===== src/rtl/regpipe_elastic_pkg.sv =====
// Shared definitions for the elastic register pipeline: AES word width and a
// constant-friendly ceiling log2 used to size the occupancy counter.
package regpipe_elastic_pkg;

  localparam int AES_WORD_W = 128;

  // Bits needed to encode values 0..value-1; clog2(1) = 0.
  function automatic int clog2(input int value);
    int result;
    int rem;
    result = 0;
    rem    = value - 1;
    while (rem > 0) begin
      result = result + 1;
      rem    = rem >> 1;
    end
    return result;
  endfunction

endpackage


===== src/rtl/regpipe_elastic_stage.sv =====
// One pipeline slot: a valid bit and a data word. Valid follows its source
// whenever the slot is free; data only captures real words.
module regpipe_stage
  import regpipe_elastic_pkg::*;
#(
  parameter int WIDTH = AES_WORD_W
) (
  input  logic             clk,
  input  logic             rst_n,
  input  logic             flush_i,
  input  logic             en_i,
  input  logic             src_valid_i,
  input  logic [WIDTH-1:0] src_data_i,
  output logic             valid_o,
  output logic [WIDTH-1:0] data_o
);

  logic             valid_q;
  logic             valid_d;
  logic [WIDTH-1:0] data_q;
  logic [WIDTH-1:0] data_d;

  always_comb begin
    valid_d = valid_q;
    data_d  = data_q;
    if (flush_i) begin
      // Flush drops occupancy only; stale data is harmless behind a cleared valid.
      valid_d = 1'b0;
    end else if (en_i) begin
      valid_d = src_valid_i;
      if (src_valid_i) begin
        data_d = src_data_i;
      end
    end
  end

  always_ff @(posedge clk or negedge rst_n) begin
    if (!rst_n) begin
      valid_q <= 1'b0;
      data_q  <= '0;
    end else begin
      valid_q <= valid_d;
      data_q  <= data_d;
    end
  end

  assign valid_o = valid_q;
  assign data_o  = data_q;

endmodule


===== src/rtl/regpipe_elastic.sv =====
// DEPTH-stage elastic pipeline with valid/ready at both ends, global clock
// enable, synchronous flush and an occupancy count.
module regpipe_elastic
  import regpipe_elastic_pkg::*;
#(
  parameter int WIDTH = AES_WORD_W,
  parameter int DEPTH = 4,
  parameter int CNT_W = clog2(DEPTH + 1)
) (
  input  logic             clk,
  input  logic             rst_n,
  input  logic             clken,
  input  logic             flush,
  input  logic             in_valid,
  input  logic [WIDTH-1:0] in_data,
  output logic             in_ready,
  output logic             out_valid,
  output logic [WIDTH-1:0] out_data,
  input  logic             out_ready,
  output logic [CNT_W-1:0] count
);

  logic [DEPTH-1:0] stage_valid;
  logic [WIDTH-1:0] stage_data [DEPTH];
  logic [DEPTH-1:0] stage_free;
  logic             active;
  logic             mv_out;
  logic             in_xfer;
  logic [CNT_W-1:0] count_q;
  logic [CNT_W-1:0] count_d;

  // Handshakes are suppressed while frozen or flushing so no word is lost or duplicated.
  assign active = clken & ~flush;
  assign mv_out = active & stage_valid[DEPTH-1] & out_ready;

  // Free chain walks from the output back to the input in one comb pass.
  always_comb begin
    logic downstream_free;
    stage_free      = '0;
    downstream_free = mv_out;
    for (int i = DEPTH - 1; i >= 0; i--) begin
      stage_free[i]   = ~stage_valid[i] | downstream_free;
      downstream_free = stage_free[i];
    end
  end

  genvar gi;
  generate
    for (gi = 0; gi < DEPTH; gi++) begin : g_stage
      logic             src_valid;
      logic [WIDTH-1:0] src_data;

      if (gi == 0) begin : g_head
        assign src_valid = in_valid;
        assign src_data  = in_data;
      end else begin : g_body
        assign src_valid = stage_valid[gi-1];
        assign src_data  = stage_data[gi-1];
      end

      regpipe_stage #(
        .WIDTH(WIDTH)
      ) u_stage (
        .clk        (clk),
        .rst_n      (rst_n),
        .flush_i    (flush),
        .en_i       (clken & stage_free[gi]),
        .src_valid_i(src_valid),
        .src_data_i (src_data),
        .valid_o    (stage_valid[gi]),
        .data_o     (stage_data[gi])
      );
    end
  endgenerate

  assign in_ready  = active & stage_free[0] & rst_n;
  assign in_xfer   = in_valid & in_ready;
  assign out_valid = active & stage_valid[DEPTH-1];
  assign out_data  = stage_data[DEPTH-1];

  always_comb begin
    count_d = count_q;
    if (flush) begin
      count_d = '0;
    end else if (in_xfer && !mv_out) begin
      count_d = count_q + CNT_W'(1);
    end else if (!in_xfer && mv_out) begin
      count_d = count_q - CNT_W'(1);
    end
  end

  always_ff @(posedge clk or negedge rst_n) begin
    if (!rst_n) begin
      count_q <= '0;
    end else begin
      count_q <= count_d;
    end
  end

  assign count = count_q;

endmodule


===== config.mk =====
export PLATFORM = sky130hd
export DESIGN_NAME = regpipe_elastic
export DESIGN_NICKNAME = d
export VERILOG_FILES = /design/src/rtl/regpipe_elastic_pkg.sv /design/src/rtl/regpipe_elastic_stage.sv /design/src/rtl/regpipe_elastic.sv
export SDC_FILE = /design/constraint.sdc
export NUM_CORES = 1
export LEC_CHECK = 0
export ABC_AREA = 1
export ABC_CLOCK_PERIOD_IN_PS = 1800
export BUFFER_PORTS_ARGS = -buffer_cell sky130_fd_sc_hd__buf_2
export CAP_MARGIN = 20
export CORE_UTILIZATION = 30
export CTS_CLUSTER_SIZE = 10
export DETAILED_ROUTE_END_ITERATION = 6
export PLACE_DENSITY_LB_ADDON = 0.12
export SYNTH_ARGS = -nofsm -noshare
export SYNTH_HDL_FRONTEND = slang
export SYNTH_SLANG_ARGS = --single-unit

===== constraint.sdc =====
create_clock -name clk -period 1.8 [get_ports clk]
set_clock_uncertainty 0.2 [all_clocks]
set_input_delay 0.36 -clock clk [delete_from_list [all_inputs] [get_ports clk]]
set_output_delay 0.36 -clock clk [all_outputs]
set_load 0.05 [all_outputs]

==> results of run 1 <==
[cell type report]
| cell class | instances | area (um^2) | share of cell area, % |
|---|---|---|---|
| repair buffers | 589 | 6000 | 21.4 |
| inverters | 266 | 1010 | 3.61 |
| well taps | 846 | 1060 | 3.78 |
| clock inverters | 6 | 66.3 | 0.237 |
| flip-flops and latches | 519 | 13000 | 46.4 |
| clock buffers | 91 | 1940 | 6.94 |
| multi-input cells | 1067 | 4920 | 17.6 |
[placed cells by master (no fill, tap or decap), types with 13 or more instances in the layout]
master	Yosys	layout
dfrtp_1	519	519
nand2_1	273	265
inv_1	265	263
nor2_1	260	255
a21oi_1	256	251
o21ai_1	221	207
buf_2	103	186
dlygate4sd3_1	0	130
buf_4	1	128
clkbuf_16	0	103
buf_12	0	48
o21ai_0	36	30
buf_8	0	26
buf_6	0	26
o21ai_2	1	20
buf_16	0	13
[worst max-delay path, stage by stage (launching register included)]
cell and delay, ns:
dfrtp_1 0.33, inv_2 0.05, a21oi_4 0.12, nand4_2 0.11, buf_6 0.14, nand2_2 0.05, nor2_2 0.04, buf_6 0.14
[flip-flops by register name (all words and copies together) (netlist names)]
signal / flops
g_stage.u_stage.data_o: 512
g_stage.u_stage.valid_o: 4
count: 3
[kinds of logic (layout without fill, tap and decap cells)]
group / after synthesis / in the layout / share of synthesized area [%]
AOI/OAI and AO/OA: 515 / 515 / 13.5
xor gates and xnor gates: 1 / 1 / 0.0455
adders and majority gates: 1 / 1 / 0.104
buffers and inverters: 379 / 952 / 8.07
DFF: 519 / 519 / 67.4
and+or+nand+nor: 550 / 550 / 10.9
[power by group through the flow]
stage          Combinational (mW)  Sequential (mW)  Clock (mW)
2_1_floorplan                2.74             18.2           0
3_3_place_gp                 7.34             15.9           0
3_5_place_dp                 7.46             15.9           0
4_1_cts                      8.11             15.8        12.8
5_1_grt                      9.05             16.1        13.3
6_report                     8.25             15.8        12.4
[what timing repair did]
action / 4_1_cts / 5_1_grt
gates resized for setup: 133 / 106
hold buffers: 130 / 0
gates cloned: 9 / 50
pin swaps: 5 / 8
buffers inserted: 24 / 19
hold endpoints to repair: 262 / 0
endpoints found under the setup margin: 250 / 507
[final timing paths]
kind,to,slack (ns),depth (start not counted)
max,in_ready,-0.32,7
min,g_stage[0].u_stage.valid_o,0.12,5
max reg2reg,count[2],-0.19,13
min reg2reg,g_stage[3].u_stage.data_o[86],0.28,2
max in group asynchronous,g_stage[1].u_stage.data_o[8],0.25,5
min in group asynchronous,g_stage[3].u_stage.data_o[10],0.28,4
[layer usage]
layer  GRT usage [%]  wire (um)
met1            19.6      25000
met2            25.7      29200
met3            2.71       2010
met4            5.97       1280
met5               0          0
==> flow_summary.ini, run 1 <==
[sta]
holdWs_ns = 0.124
fin_ws_ns = -0.321
finalSetupViolCount = 240
max_slew_margin_pct = 70.7
finalSetupTns_ns = -10.72
worst_pin_slew_ns = 0.439
finalHoldViolCount = 0
fin_crit_sh_pct = 118
min_period_ns = 2.12
rsz0062_at_grt = yes
fmax_mhz = 471
slew_viol_final = 0

[worst_setup_path]
crit_required_ns = 1.24
worstSetupStartpoint = g_stage[3].u_stage.valid_o
critPathKind = reg2out
critPathMaxFanout = 2
endpoint_kind = output pin
start_kind = flop
r2r_start = g_stage[3].u_stage.valid_o
cp.arrival_ns = 1.56

[hold_path]
hold_class = in2reg
holdCritStartpoint = clken

[power_and_ir_drop]
combPwrFrac_pct = 22.7
p_leak_nw = 14.6
ir_drop_v = 0.000658
p_clk_share_pct = 34.0
power.total_mw = 36.4
p_per_area_mw_per_mm2 = 1300
swShare_pct = 31.6
seqPwrFrac_pct = 43.3
p_switching_mw = 11.5
intPower_mw = 24.9

[logic_synthesis]
synth_top_area_cell = dfrtp_1
synth_common_cells = dfrtp_1 (519), nand2_1 (273), inv_1 (265), nor2_1 (260), a21oi_1 (256)
syn_area_per_cell_um2 = 9.81
synth_warnings = 0
synth_cell_type_count = 20
netlist_instances = 1965
syn_area_mm2 = 0.0193
seq_area_frac_synth_pct = 67.4
synth_most_common_cell = dfrtp_1
syn_nets = 2100
ys.flop_type = dfrtp_1
synth_edf_count = 0
ys_ff_latch = 519
synth_area_leaders = dfrtp_1 (67%), a21oi_1 (6.6%), o21ai_1 (5.7%)
yosys.area.top_type_share_pct = 67.4
async_reset_ff_share_pct = 100

[cts]
cts_num_sinks = 519
cts_tree = yes
clock_latency_ns = 0.58
root_buffer = clkbuf_16
cts.reportedPaths.clkPinSlew_ns = 0.05
cts.path.max_buffers = 3
h-tree-depth = 3
numCtsBuffers = 66

[global_route]
grt_pass1_wl_mm = 79.4
gr-total-overflow = 0
antenna_found_initial = 0
grtUsageTotal_pct = 15.3
grt_pass1_vias = 14426
grt_start_max_net_pins = 83

[drt]
first_iter_violations = 729
antenna_left = 0
vias_per_cell = 4.37
totalWireLength_mm = 57.6
routed-via-count = 14801
drc = 0
dr.pass1.iters = 5
wl_per_cell_um = 17.0

[place]
dp_slack_ns = -0.344
dp_cells = 3063
place_congestion = 0.764
placement.cell_area_mm2 = 0.0223
dpl.hpwl_mm = 31.1
io_buffers = 266

[layout]
nets = 2644
final_util_pct = 44.2
areaGrowthSynthToFinish_pct = 45.2
drive_above_1_share_pct = 23.4
antennaDiodeCount = 0
instances_no_fill = 3384
nFillCells = 6155
postLayoutCellArea_mm2 = 0.0280

[die]
die_w_um = 255
fp.dieH_um = 255
coreArea_mm2 = 0.0633
rows = 92
pin_count = 267
die_area_mm2 = 0.0653
start_util_pct = 30.4

[flow_run]
maxCapViolations = 0

[outcome]
violations = negative setup slack
status = finished, violations left
Note: power is estimated with default switching activity, not from simulation.
==> run 2, diff against run 1 <==
Settings changed: ABC_CLOCK_PERIOD_IN_PS 1800 to 2500.
Clock period 1.8 ns to 2.5 ns, I/O delays scaled along.
==> flow_summary.ini, run 2 (synthesized netlist as in run 1, its figures left out) <==
[global_route]
antenna_found_initial = 1
grt_start_max_net_pins = 157
grt_pass1_wl_mm = 76.5
gr-total-overflow = 0
grt_pass1_vias = 14227
grtUsageTotal_pct = 14.4

[cts]
numCtsBuffers = 59
cts_tree = yes
cts.path.max_buffers = 3
clock_latency_ns = 0.61
cts.reportedPaths.clkPinSlew_ns = 0.06
postCtsSetupBuffers = 0
cts_num_sinks = 519
h-tree-depth = 2
root_buffer = clkbuf_16

[sta]
fin_crit_sh_pct = 93.8
slew_viol_final = 0
worst_pin_slew_ns = 0.931
rsz0062_at_grt = no
finalHoldViolCount = 0
finalSetupViolCount = 0
max_slew_margin_pct = 37.9
min_period_ns = 2.35
finalSetupTns_ns = 0
fmax_mhz = 426

[worst_setup_path]
critPathKind = reg2out
r2r_slack_ns = 0.53
worstReg2RegEnd = count[2]
crit_buf_inv = 2
ff2ff_path_depth = 10
start_kind = flop
cpLargestDelayFamily = flip-flops
critPathMaxStageDelay_ns = 0.37
cp.arrival_ns = 1.65
r2r_start = g_stage[3].u_stage.valid_o
crit_path_top_delay_cell = dfrtp_1
crit_required_ns = 1.80
critPathMaxFanout = 4
endpoint_kind = output pin
crit_chain = inv_2, a21oi_4, nand4_2, nand2_1, nor2_1, buf_4

[layout]
nFillCells = 6393
postLayoutCellArea_mm2 = 0.0249
seq_area_mm2 = 0.0130
nets = 2507
antennaDiodeCount = 0
largest_reg_flops = 512
multi_input_area_mm2 = 0.00477
areaGrowthSynthToFinish_pct = 29.0
final_common_cell = dfrtp_1
final_cell_mix = dfrtp_1 (519), nand2_1 (272), inv_1 (264), buf_2 (264), nor2_1 (259)
drive_above_1_share_pct = 17.0

[power_and_ir_drop]
swShare_pct = 32.3
seqPwrFrac_pct = 46.6
p_leak_nw = 13.1
p_clk_share_pct = 31.5
combPwrFrac_pct = 21.9
intPower_mw = 16.5
p_per_area_mw_per_mm2 = 979
ir_drop_v = 0.000514
p_switching_mw = 7.87

[drt]
drc = 0
wl_per_cell_um = 14.3
first_iter_violations = 749
routed-via-count = 13840
vias_per_cell = 4.28
dr.pass1.iters = 5
totalWireLength_mm = 46.2
antenna_left = 0

[place]
io_buffers = 266
place_congestion = 0.742
placement.cell_area_mm2 = 0.0219
dpl.hpwl_mm = 29.4

[flow_run]
maxCapViolations = 0

[die]
die_area_mm2 = 0.0653
coreArea_mm2 = 0.0633
start_util_pct = 30.4
die_w_um = 255
pin_count = 267
rows = 92
fp.dieH_um = 255

[hold_path]
hold_depth = 4
holdCritStartpoint = clken
whs_endpoint = g_stage[0].u_stage.valid_o
hold_class = in2reg

[outcome]
status = completed
==> run 2: tightest hold or removal path, stage by stage <==
cell and delay, ns:
buf_2 0.14, nand2_1 0.07, nand3_1 0.06, nand2_1 0.06
==> run 2: power groups by stage <==
stage	Sequential, mW	Combinational [mW]	Clock, mW
floorplan	13.1	1.96	0
global placement	11.5	5.16	0
detailed placement	11.5	5.27	0
CTS	11.4	5.44	8.00
global route	11.6	5.91	8.27
finish	11.3	5.34	7.66
==> run 2: worst max path at each step <==
stage	cells after the start	startpoint	slack [ns]	to
2_1_floorplan	12	clken	0.03	count[2]
3_3_place_gp	14	clken	0.09	count[2]
3_5_place_dp	12	clken	0.09	count[1]
4_1_cts	6	g_stage[3].u_stage.valid_o	0.02	in_ready
5_1_grt	4	g_stage[2].u_stage.valid_o	0.03	in_ready
6_report	6	g_stage[3].u_stage.valid_o	0.15	in_ready
==> run 2: per-layer routing <==
metal / part of all wire, % / vias up / routed length, um / GRT usage (%)
li1: - / 6973 / - / -
met5: 0.024 / - / 11 / 0
met2: 49 / 210 / 22600 / 24.5
met3: 3.4 / 81 / 1560 / 2.50
met4: 2.7 / 2 / 1230 / 4.74
met1: 45 / 6574 / 20800 / 18.6
==> run 2: cell type report <==
type	instances	share of cell area, %
Clock inverter	4	0.241
Multi-Input combinational cell	1067	19.2
Tap cell	846	4.26
Inverter	266	4.01
Timing Repair Buffer	459	13.8
Sequential cell	519	52.2
Clock buffer	72	6.30
==> run 2: through the flow <==
step                      total power [mW]  std cells  utilization [%]  hold slack, ns  setup WS [ns]
final                                 24.3       3233             39.3          0.0517          0.154
after global routing                  25.8       3233             39.3          0.0511         0.0284
after CTS                             24.8       3233             39.3         0.00177         0.0237
after detailed placement              16.8       3027             34.7           0.272         0.0910
after global placement                16.6       3027             34.7           0.264         0.0901
after floorplan                       15.1       1965                -         0.00441         0.0257
==> run 2: what timing repair did <==
item | CTS | global route
hold buffers | 130 | 0
hold endpoints to repair | 136 | 0
resized for setup | 1 | 1
endpoints found under the setup margin | 1 | 1
==> run 3, diff against run 2 <==
==> constraint.sdc (replaced) <==
create_clock -name clk -period 2.5 [get_ports clk]
set_clock_uncertainty 0.2 [all_clocks]
set_input_delay 0.5 -clock clk [delete_from_list [all_inputs] [get_ports clk]]
set_output_delay 0.5 -clock clk [all_outputs]
set_load 0.1 [all_outputs]
==> flow_summary.ini, run 3 (synthesized netlist as in run 1, its figures left out) <==
[drt]
routed-via-count = 13803
first_iter_violations = 794
totalWireLength_mm = 45.9
drc = 0
wl_per_cell_um = 14.2
vias_per_cell = 4.27
dr.pass1.iters = 4
antenna_left = 0

[layout]
areaGrowthSynthToFinish_pct = 29.2
instances_no_fill = 3230
final_common_cell = dfrtp_1
largest_reg_flops = 512
nets = 2504
drive_above_1_share_pct = 17.1
final_cell_mix = dfrtp_1 (519), nand2_1 (272), inv_1 (263), buf_2 (263), nor2_1 (258)
antennaDiodeCount = 0

[place]
io_buffers = 266
dp_cells = 3021
dpl.hpwl_mm = 29.9
place_congestion = 0.769

[worst_setup_path]
critPathMaxFanout = 5
r2r_slack_ns = 0.46
crit_chain = nand4_2, buf_6, nand2_1, nor2_2, buf_12
endpoint_kind = output pin
cp.arrival_ns = 1.68
ff2ff_path_depth = 11
crit_path_top_delay_cell = dfrtp_1
r2r_start = g_stage[3].u_stage.valid_o
start_kind = flop
crit_required_ns = 1.80
critPathMaxStageDelay_ns = 0.45
worstReg2RegEnd = count[2]
critPathKind = reg2out

[sta]
max_slew_margin_pct = 50.2
fmax_mhz = 420
slew_viol_final = 0
fin_crit_sh_pct = 95.3
finalHoldViolCount = 0
finalSetupViolCount = 0
holdWs_ns = 0.0593
worst_pin_slew_ns = 0.747
min_period_ns = 2.38

[global_route]
grtUsageTotal_pct = 14.2
grt_start_max_net_pins = 96
grt_pass1_wl_mm = 75.1
grt_pass1_vias = 13744
gr-total-overflow = 0
antenna_found_initial = 1

[die]
fp.dieH_um = 255
die_area_mm2 = 0.0653
coreArea_mm2 = 0.0633
pin_count = 267
rows = 92
die_w_um = 255
start_util_pct = 30.4

[cts]
cts.path.max_buffers = 3
h-tree-depth = 2
clock_latency_ns = 0.61
root_buffer = clkbuf_16
cts.reportedPaths.clkPinSlew_ns = 0.05
numCtsBuffers = 60
cts_tree = yes
cts_num_sinks = 519

[hold_path]
hold_class = in2reg
whs_endpoint = g_stage[0].u_stage.valid_o
hold_depth = 4
holdCritStartpoint = clken

[outcome]
status = completed

[power_and_ir_drop]
p_leak_nw = 13.1
p_per_area_mw_per_mm2 = 1060
ir_drop_v = 0.000670

[flow_run]
maxCapViolations = 0
-- run 3: worst max-delay path: cells and delay by family (launching register included) --
| kind | cells | cell delay (ns) |
|---|---|---|
| buffers and inverters | 2 | 0.31 |
| DFF | 1 | 0.45 |
| and+or+nand+nor | 3 | 0.33 |
-- run 3: timing repair --
action,in CTS,in global routing
endpoints found under the hold margin,268,0
hold buffers,130,0
endpoints found under the setup margin,1,1
setup buffers,0,2
resized for setup,1,1
-- run 3: worst max-delay path by stage --
stage	start	to	slack, ns	cells past startpoint
6_report	g_stage[2].u_stage.valid_o	in_ready	0.12	5
3_3_place_gp	clken	count[2]	0.05	14
2_1_floorplan	clken	count[2]	-0.19	13
3_5_place_dp	clken	count[2]	0.04	13
4_1_cts	g_stage[3].u_stage.valid_o	in_ready	0.006	7
5_1_grt	g_stage[3].u_stage.valid_o	in_ready	-0.0004	7
-- run 3: cell type report --
type	instances	area, um^2
Fill cell	6502	38400
Sequential cell	519	13000
Multi-Input combinational cell	1067	4770
Timing Repair Buffer	455	3410
Clock buffer	69	1570
Tap cell	846	1060
Inverter	266	998
Clock inverter	8	100
-- run 3: metal layers --
metal  GRT usage, %  wire length, um  vias to the layer above
met5              0               13                        -
met4           4.44             1140                        2
met3           2.75             1730                       72
met2           23.2            21800                      219
met1           19.1            21200                     6543
li1               -                -                     6967
-- run 3: report_power, final --
group	total (mW)	leakage [nW]	switching [mW]	internal [mW]
combinational	7.35	6.17	5.78	1.57
sequential	11.3	6.07	0.862	10.5
clock	7.77	0.816	3.23	4.55
-- run 3: through the flow --
| step | worst slack (ns) | setup TNS (ns) | utilization [%] | area (um^2) | total power [mW] |
|---|---|---|---|---|---|
| CTS | 0.00623 | 0 | 39.3 | 24900 | 26.9 |
| detailed placement | 0.0355 | 0 | 34.6 | 21900 | 18.8 |
| global placement | 0.0500 | 0 | 34.6 | 21900 | 18.6 |
| floorplan | -0.191 | -0.240 | - | 19300 | 17.0 |
| global route | -0.000432 | -0.000432 | 39.3 | 24900 | 28.0 |
| finish | 0.117 | 0 | 39.3 | 24900 | 26.5 |
